===== src/rtl/matrix_processor_controller.sv =====
// Sequencing FSM for the matrix processor datapath: matrix load, per-item vector load, FMA and writes.
// Optional MATRIX_CTRL_PERF_EN adds busy-cycle and read-stall counters.
module matrix_processor_controller #(
  parameter int unsigned FMA_LATENCY = 2
) (
  input  logic       clk,
  input  logic       rst_n,
  input  logic       start,
  output logic       busy,
  output logic       done,
  input  logic       mem_rd_ready,
  input  logic       work_item_count_zero,
  input  logic [3:0] matrix_reg_value,
  output logic       wi_source,
  output logic       wi_init,
  output logic       reset_matrix_reg,
  output logic       matrix_reg_incr,
  output logic       load,
  output logic       load_matrix,
  output logic       load_vector,
  output logic       read_addr_src,
  output logic       en_fma,
  output logic       write_en
`ifdef MATRIX_CTRL_PERF_EN
  ,
  output logic [31:0] perf_cycles,
  output logic [31:0] perf_stalls
`endif
);

  typedef enum logic [3:0] {
    IDLE, INIT, MAT_LOAD, NEXT_ITEM, VEC_LOAD, VEC_WAIT, COMPUTE, DRAIN, DONE
  } state_e;

  state_e                 state_q, state_d;
  logic [FMA_LATENCY-1:0] sr_q, sr_d, sr_shift;
  logic                   push;

  always_ff @(posedge clk) begin
    if (!rst_n) begin
      state_q <= IDLE;
      sr_q    <= '0;
    end else begin
      state_q <= state_d;
      sr_q    <= sr_d;
    end
  end

  always_comb begin
    state_d          = state_q;
    busy             = (state_q != IDLE);
    done             = 1'b0;
    wi_source        = 1'b0;
    wi_init          = 1'b0;
    reset_matrix_reg = 1'b0;
    matrix_reg_incr  = 1'b0;
    load             = 1'b0;
    load_matrix      = 1'b0;
    load_vector      = 1'b0;
    read_addr_src    = 1'b0;
    en_fma           = 1'b0;
    push             = 1'b0;
    sr_shift         = sr_q << 1;

    case (state_q)
      IDLE: begin
        if (start) state_d = INIT;
      end
      INIT: begin
        wi_source        = 1'b1;
        wi_init          = 1'b1;
        reset_matrix_reg = 1'b1;
        state_d          = MAT_LOAD;
      end
      MAT_LOAD: begin
        load_matrix = 1'b1;
        load        = mem_rd_ready;
        if (mem_rd_ready) begin
          if (matrix_reg_value == 4'd15) begin
            reset_matrix_reg = 1'b1;
            state_d          = NEXT_ITEM;
          end else begin
            matrix_reg_incr = 1'b1;
          end
        end
      end
      NEXT_ITEM: begin
        if (work_item_count_zero) begin
          state_d = DONE;
        end else begin
          wi_source = 1'b1;
          state_d   = VEC_LOAD;
        end
      end
      VEC_LOAD: begin
        read_addr_src = 1'b1;
        load_vector   = 1'b1;
        load          = mem_rd_ready;
        if (mem_rd_ready) begin
          if (matrix_reg_value == 4'd3) begin
            reset_matrix_reg = 1'b1;
            state_d          = VEC_WAIT;
          end else begin
            matrix_reg_incr = 1'b1;
          end
        end
      end
      VEC_WAIT: begin
        state_d = COMPUTE;
      end
      COMPUTE: begin
        en_fma = 1'b1;
        push   = (matrix_reg_value[1:0] == 2'b11);
        if (matrix_reg_value == 4'd15) begin
          reset_matrix_reg = 1'b1;
          state_d          = DRAIN;
        end else begin
          matrix_reg_incr = 1'b1;
        end
      end
      DRAIN: begin
        // Leave on the cycle the last row strobe is presented; NEXT_ITEM
        // makes the zero-count decision so every job ends NEXT_ITEM -> DONE.
        en_fma = 1'b1;
        if (sr_shift == '0) state_d = NEXT_ITEM;
      end
      DONE: begin
        done    = 1'b1;
        state_d = IDLE;
      end
      default: state_d = IDLE;
    endcase

    sr_d    = sr_shift;
    sr_d[0] = push;
    if (state_q == IDLE) sr_d = '0;
  end

  assign write_en = sr_q[FMA_LATENCY-1];

`ifdef MATRIX_CTRL_PERF_EN
  logic [31:0] perf_cycles_q, perf_stalls_q;

  always_ff @(posedge clk) begin
    if (!rst_n) begin
      perf_cycles_q <= '0;
      perf_stalls_q <= '0;
    end else if (state_q == IDLE && start) begin
      perf_cycles_q <= '0;
      perf_stalls_q <= '0;
    end else begin
      if (state_q != IDLE && perf_cycles_q != '1)
        perf_cycles_q <= perf_cycles_q + 32'd1;
      if ((state_q == MAT_LOAD || state_q == VEC_LOAD) && !mem_rd_ready && perf_stalls_q != '1)
        perf_stalls_q <= perf_stalls_q + 32'd1;
    end
  end

  assign perf_cycles = perf_cycles_q;
  assign perf_stalls = perf_stalls_q;
`endif

endmodule

===== config.mk =====
export PLATFORM = sky130hd
export DESIGN_NAME = matrix_processor_controller
export DESIGN_NICKNAME = d
export VERILOG_FILES = /design/src/rtl/matrix_processor_controller.sv
export SDC_FILE = /design/constraint.sdc
export NUM_CORES = 1
export LEC_CHECK = 0
export ABC_AREA = 1
export ABC_CLOCK_PERIOD_IN_PS = 1800
export CAP_MARGIN = 25
export CORE_AREA = 2 2 39 41
export CTS_CLUSTER_SIZE = 24
export DETAILED_ROUTE_END_ITERATION = 10
export DIE_AREA = 0 0 41 43
export GPL_TIMING_DRIVEN = 1
export PLACE_DENSITY = 0.66
export SYNTH_ARGS = -nofsm -noshare
export SYNTH_HDL_FRONTEND = slang
export SYNTH_SLANG_ARGS = --single-unit

===== constraint.sdc =====
create_clock -name clk -period 1.8 [get_ports clk]
set_clock_uncertainty 0.2 [all_clocks]
set_input_delay 0.54 -clock clk [delete_from_list [all_inputs] [get_ports clk]]
set_output_delay 0.54 -clock clk [all_outputs]
set_load 0.03 [all_outputs]

* Word level (Yosys, flattened, before mapping)
Index checks and enable logic that the tools add are counted.
Word-level totals: input bits 9, bits in writable memories 0, memory bits (read-only) 0, word-level logic and storage cells 58, latch bits 0, flip-flop bits (word level) 6, memories kept 0, output and inout bits 12
Operators by class: add/subtract/negate cells 0, bitwise gates (word level) 2, $lt $le $gt $ge 0, eq/ne operators 18, muxes and demuxes 27, divide/modulo/power cells 0, reduce and logical (&&, ||, !) cells 8, multipliers 0, shift-type cells 0
Operators with widths (count):
- 4-bit two-way mux | 8
- 4-bit case mux with 8 select lines | 1
- 4-bit by 3-bit equality test with 1-bit output, second input constant | 4
- 1-bit two-way mux | 15
- 2-bit != test, second input constant | 7
- 4-bit by 2-bit equality test with 1-bit output, second input constant | 3
- 4-bit equality test, second input constant | 2
- 7-bit AND reduction | 1
- 2-bit OR reduction | 3
- 4-bit by 1-bit equality test with 1-bit output, second input constant | 1
- 4-bit zero test | 1
- 1-bit case mux with 4 select lines | 1
- 4-bit nonzero test | 1
- 1-bit case mux with 3 select lines | 1
- 3-bit OR reduction | 1
- 2-bit equality test, second input constant | 1
- 2-bit zero test | 1
- 1-bit inverter | 2
- 1-bit case mux with 2 select lines | 1

* Longest topological paths before layout
Gate-level depths: netlist of the first run.
depth in word-level cells 4, gate-level depth with buffers 9, gate-level depth less buffers 9

* Worst setup path after synthesis of the first run
No wires, ideal clock.
path type reg2out, start reg state_q[0], end out reset_matrix_reg, arrival 1.879 ns, stages on the path, launching flop included 7, path buffers 0, data required time 1.060 ns, path slack -0.819 ns, path through dfxtp_1 -> inv_1 -> nand2_1 -> nor2_1 -> or2_1 -> nand2_1 -> o21ai_0
On the way: cells in the longest elaborated chain, start to end 2, elaborated cells between the ends (all ways) 5, classes of those cells eq/ne (4); mux (1)
Ends and longest elaborated chain:
- from (decl) | RTL line 35 | state_e state_q, state_d;
- from (signal assigned) | RTL line 44 | state_q <= state_d;
- 4-bit by 3-bit equality test with 1-bit output, or another cell as far along | RTL line 65 | case (state_q)
- 1-bit case mux with 4 select lines (*) | RTL line 65
- to (decl) | RTL line 16 | output logic reset_matrix_reg,
Every way passes the cells marked *; elsewhere a longest branch is shown, timed or not.

* Worst setup path in the final report of the first run
start reg state_q[2], end out matrix_reg_incr
On the way: cells in the longest elaborated chain, start to end 2, elaborated cells between the ends (all ways) 4, classes of those cells eq/ne (3); mux (1)
Ends and longest elaborated chain:
- 4-bit by 3-bit equality test with 1-bit output / 4-bit by 2-bit equality test with 1-bit output (equally long branches) | RTL line 65
- 1-bit case mux with 3 select lines (*) | RTL line 65
- to (decl) | RTL line 17 | output logic matrix_reg_incr,
Marks and branches as above.

==> results.cfg, run 1 <==
[final_layout]
fill_cells = 90
nets = 138
fin_area_um2 = 1120
final_layout_size_suffix_gt1_share_pct = 70.9
multi_input_area_um2 = 414
syn2layout_area_growth_pct = 165
antenna_cells = 0
seqCellArea_um2 = 130

[sta]
setup_ws_ps = -371
period_minus_slack_ps = 2170
min_period_over_period_pct = 121
tightest_slew_ps = 316
final_hold_viol_count = 0
rsz0062_at_grt = true
slew_headroom_pct = 78.4
fmax_mhz = 461
finalSetupViolCount = 11
maxSlewViolCount = 0
hold_slack_ps = 301

[clocking]
htreeDepth = 1
clk-insertion-delay-late_ps = 250
cts_tree = done
clock-root-buffer = clkbuf_4
numCtsBuffers = 3
postCtsHoldBufs = 0
cts_sinks = 6
clk_pin_slew_ps = 50
clk_path_buf_depth = 2

[setup_path]
path_class = register to output port
critPathLaunchType = register
endpoint_kind = output port
rr_worst_depth = 12
reg2reg_from = state_q[0]
crit_path_max_fanout = 4
reg2reg_to = state_q[2]
worstPathRequired_ps = 1060
cp.arrival_ps = 1430
r2r_slack_ps = 50

[run]
maxCapViolations = 0

[placement]
io_buffers = 20
hpwl_um = 955
post-place-ws_ps = -652
place.gp.congestion = 0.871
place_area_um2 = 778

[die]
die_w_um = 41
start_util_pct = 30.7
die_h_um = 43
rows = 14
dieArea_um2 = 1760
core_um2 = 1380
ioPinCount = 21

[synthesis]
synthSimpleGateAreaFrac_pct = 46.9
yosysWarnings = 0
synthXorXnorAreaFrac_pct = 0
synth_compound_area_share_pct = 10.6
yosysMostFrequentCell = nand2_1
yosys-top-cells-count = 20 x nand2_1, 13 x inv_1, 10 x nor2_1, 6 x dfxtp_1, 5 x nand3_1
synth_seq_cells = 6
synth_top_area_share_pct = 28.3
avgSynthCellArea_um2 = 5.73
synth-seq-area-share_pct = 28.3
synth_fa_ha_area_share_pct = 0
synth-edff-count = 0
yosys.area.top_type = dfxtp_1
synthArstFlopShare_pct = 0
synthCells = 74
netlist_top_cells_area = dfxtp_1 28%, nand2_1 18%, inv_1 12%
yosysUniqueCellTypes = 19
synth_mux_area_share_pct = 0
synthesis.nets = 83
synth_top_flop_cell = dfxtp_1
syn_area_um2 = 424
synth_top_family_by_area = simple AND/OR/NAND/NOR gates

[global_route]
grt_pass1_wl_mm = 2.75
grt_overflow = 0
antenna_found_initial = 0
grt_use_total_pct = 22.7
grt_max_degree = 7
first_global_vias = 681

[hold_path]
hold_class = register to register
min_path_cells = 1
holdPathEnd = sr_q[1]
hp-start = sr_q[0]

[drt]
antenna_left = 0
viasPerCell = 5.20
drc = 0
routed_wirelength_mm = 2.18
dr.pass1.iters = 4
wire_per_inst_um = 15.3
vias = 743
drtIter0Drc = 25

[power_and_ir_drop]
ir_worst_vdd_mv = 0.808
leakagePower_nw = 0.557
powerDensity_nw_per_um2 = 1440

[outcome]
violations = negative setup slack
status = finished with violations
worst max-delay path by stage:
stage	start	endpoint	depth (start not counted)	slack [ps]
after floorplan	state_q[3]	wi_source	5	-190
after global placement	matrix_reg_value[1]	matrix_reg_incr	9	-620
after detailed placement	matrix_reg_value[1]	matrix_reg_incr	9	-650
after CTS	state_q[2]	matrix_reg_incr	9	-330
after global routing	state_q[2]	matrix_reg_incr	9	-420
final	state_q[2]	matrix_reg_incr	9	-370
per-layer routing:
metal | vias up | track usage, % | wire, um
met5 | - | 0 | 0
met4 | 0 | 8.00 | 123
met3 | 12 | 3.66 | 161
met2 | 52 | 40.0 | 1140
met1 | 339 | 25.3 | 761
li1 | 340 | - | -
cell usage in the layout (no fill, tap or decap), drive strengths merged:
| master | synthesis | routed |
|---|---|---|
| a2111oi | 1 | 1 |
| a21oi | 3 | 3 |
| and3 | 1 | 1 |
| buf | 1 | 42 |
| clkbuf | 0 | 5 |
| clkdlybuf4s15 | 0 | 2 |
| clkdlybuf4s50 | 0 | 2 |
| dfxtp | 6 | 6 |
| dlygate4sd2 | 0 | 3 |
| inv | 14 | 14 |
| nand2 | 21 | 21 |
| nand3 | 5 | 5 |
| nand3b | 1 | 1 |
| nand4 | 1 | 1 |
| nor2 | 12 | 12 |
| nor3 | 2 | 2 |
| nor4 | 1 | 1 |
| o21ai | 3 | 3 |
| o22ai | 1 | 1 |
| or2 | 1 | 1 |
critical path, stage by stage (launching register included):
cell	delay, ps
dfxtp_4	400
inv_4	60
nand2_4	80
nor2_4	50
or2_1	210
nand2_2	110
inv_4	50
nand2_4	60
nand2_4	40
buf_6	130
cell type report:
cell class              count  area share (%)
multi-input cells          53            36.9
flip-flops and latches      6            11.6
inverters                  14            5.79
repair buffers             51            42.0
clock buffers               3            2.00
well taps                  16            1.78
through the flow:
step                TNS, ps  util [%]  power [W]  instances
finish                -2270      81.2    0.00162        143
global route          -2720      81.2    0.00170        143
CTS                   -2090      76.7    0.00144        144
detailed placement    -2480      56.2   0.000983        125
global placement      -2420      56.2   0.000978        125
floorplan              -600         -   0.000678         74
sequential cells by signal, indices dropped and copies added (netlist names):
name,count
state_q,4
sr_q,2
kinds of logic after synthesis:
kind of cell           Yosys count
buffers and inverters           15
AO/OA/AOI/OAI                    8
AND/OR/NAND/NOR                 45
flip-flops                       6
power by group:
| part | leakage (nW) | internal [W] | switching (W) |
|---|---|---|---|
| Sequential | 0.0511 | 0.000168 | 0.0000425 |
| Clock | 0.0138 | 0.0000758 | 0.0000541 |
| Combinational | 0.492 | 0.000609 | 0.000668 |
what timing repair did:
action / in CTS / in global routing
buffers inserted: 16 / 4
endpoints found under the hold margin: 0 / 0
endpoints found under the setup margin: 12 / 13
pin swaps: 15 / 13
resized for setup: 50 / 25
(Power assumes the default switching activity.)
==> run 2: changes to the inputs <==
--- a/config.mk
+++ b/config.mk
@@ -7,7 +7,7 @@
 export LEC_CHECK = 0
 export ABC_AREA = 1
 export ABC_CLOCK_PERIOD_IN_PS = 1800
-export CAP_MARGIN = 25
+export CAP_MARGIN = 0
 export CORE_AREA = 2 2 39 41
 export CTS_CLUSTER_SIZE = 24
 export DETAILED_ROUTE_END_ITERATION = 10
==> results of run 2 <==
Same layout as run 1: the final DEF is identical, and so are final timing and power.
==> run 3: changes to the inputs <==
--- a/config.mk
+++ b/config.mk
@@ -14,6 +14,7 @@
 export DIE_AREA = 0 0 41 43
 export GPL_TIMING_DRIVEN = 1
 export PLACE_DENSITY = 0.66
+export SLEW_MARGIN = 20
 export SYNTH_ARGS = -nofsm -noshare
 export SYNTH_HDL_FRONTEND = slang
 export SYNTH_SLANG_ARGS = --single-unit
==> results of run 3 <==
Same layout as run 1: the final DEF is identical, and so are final timing and power.
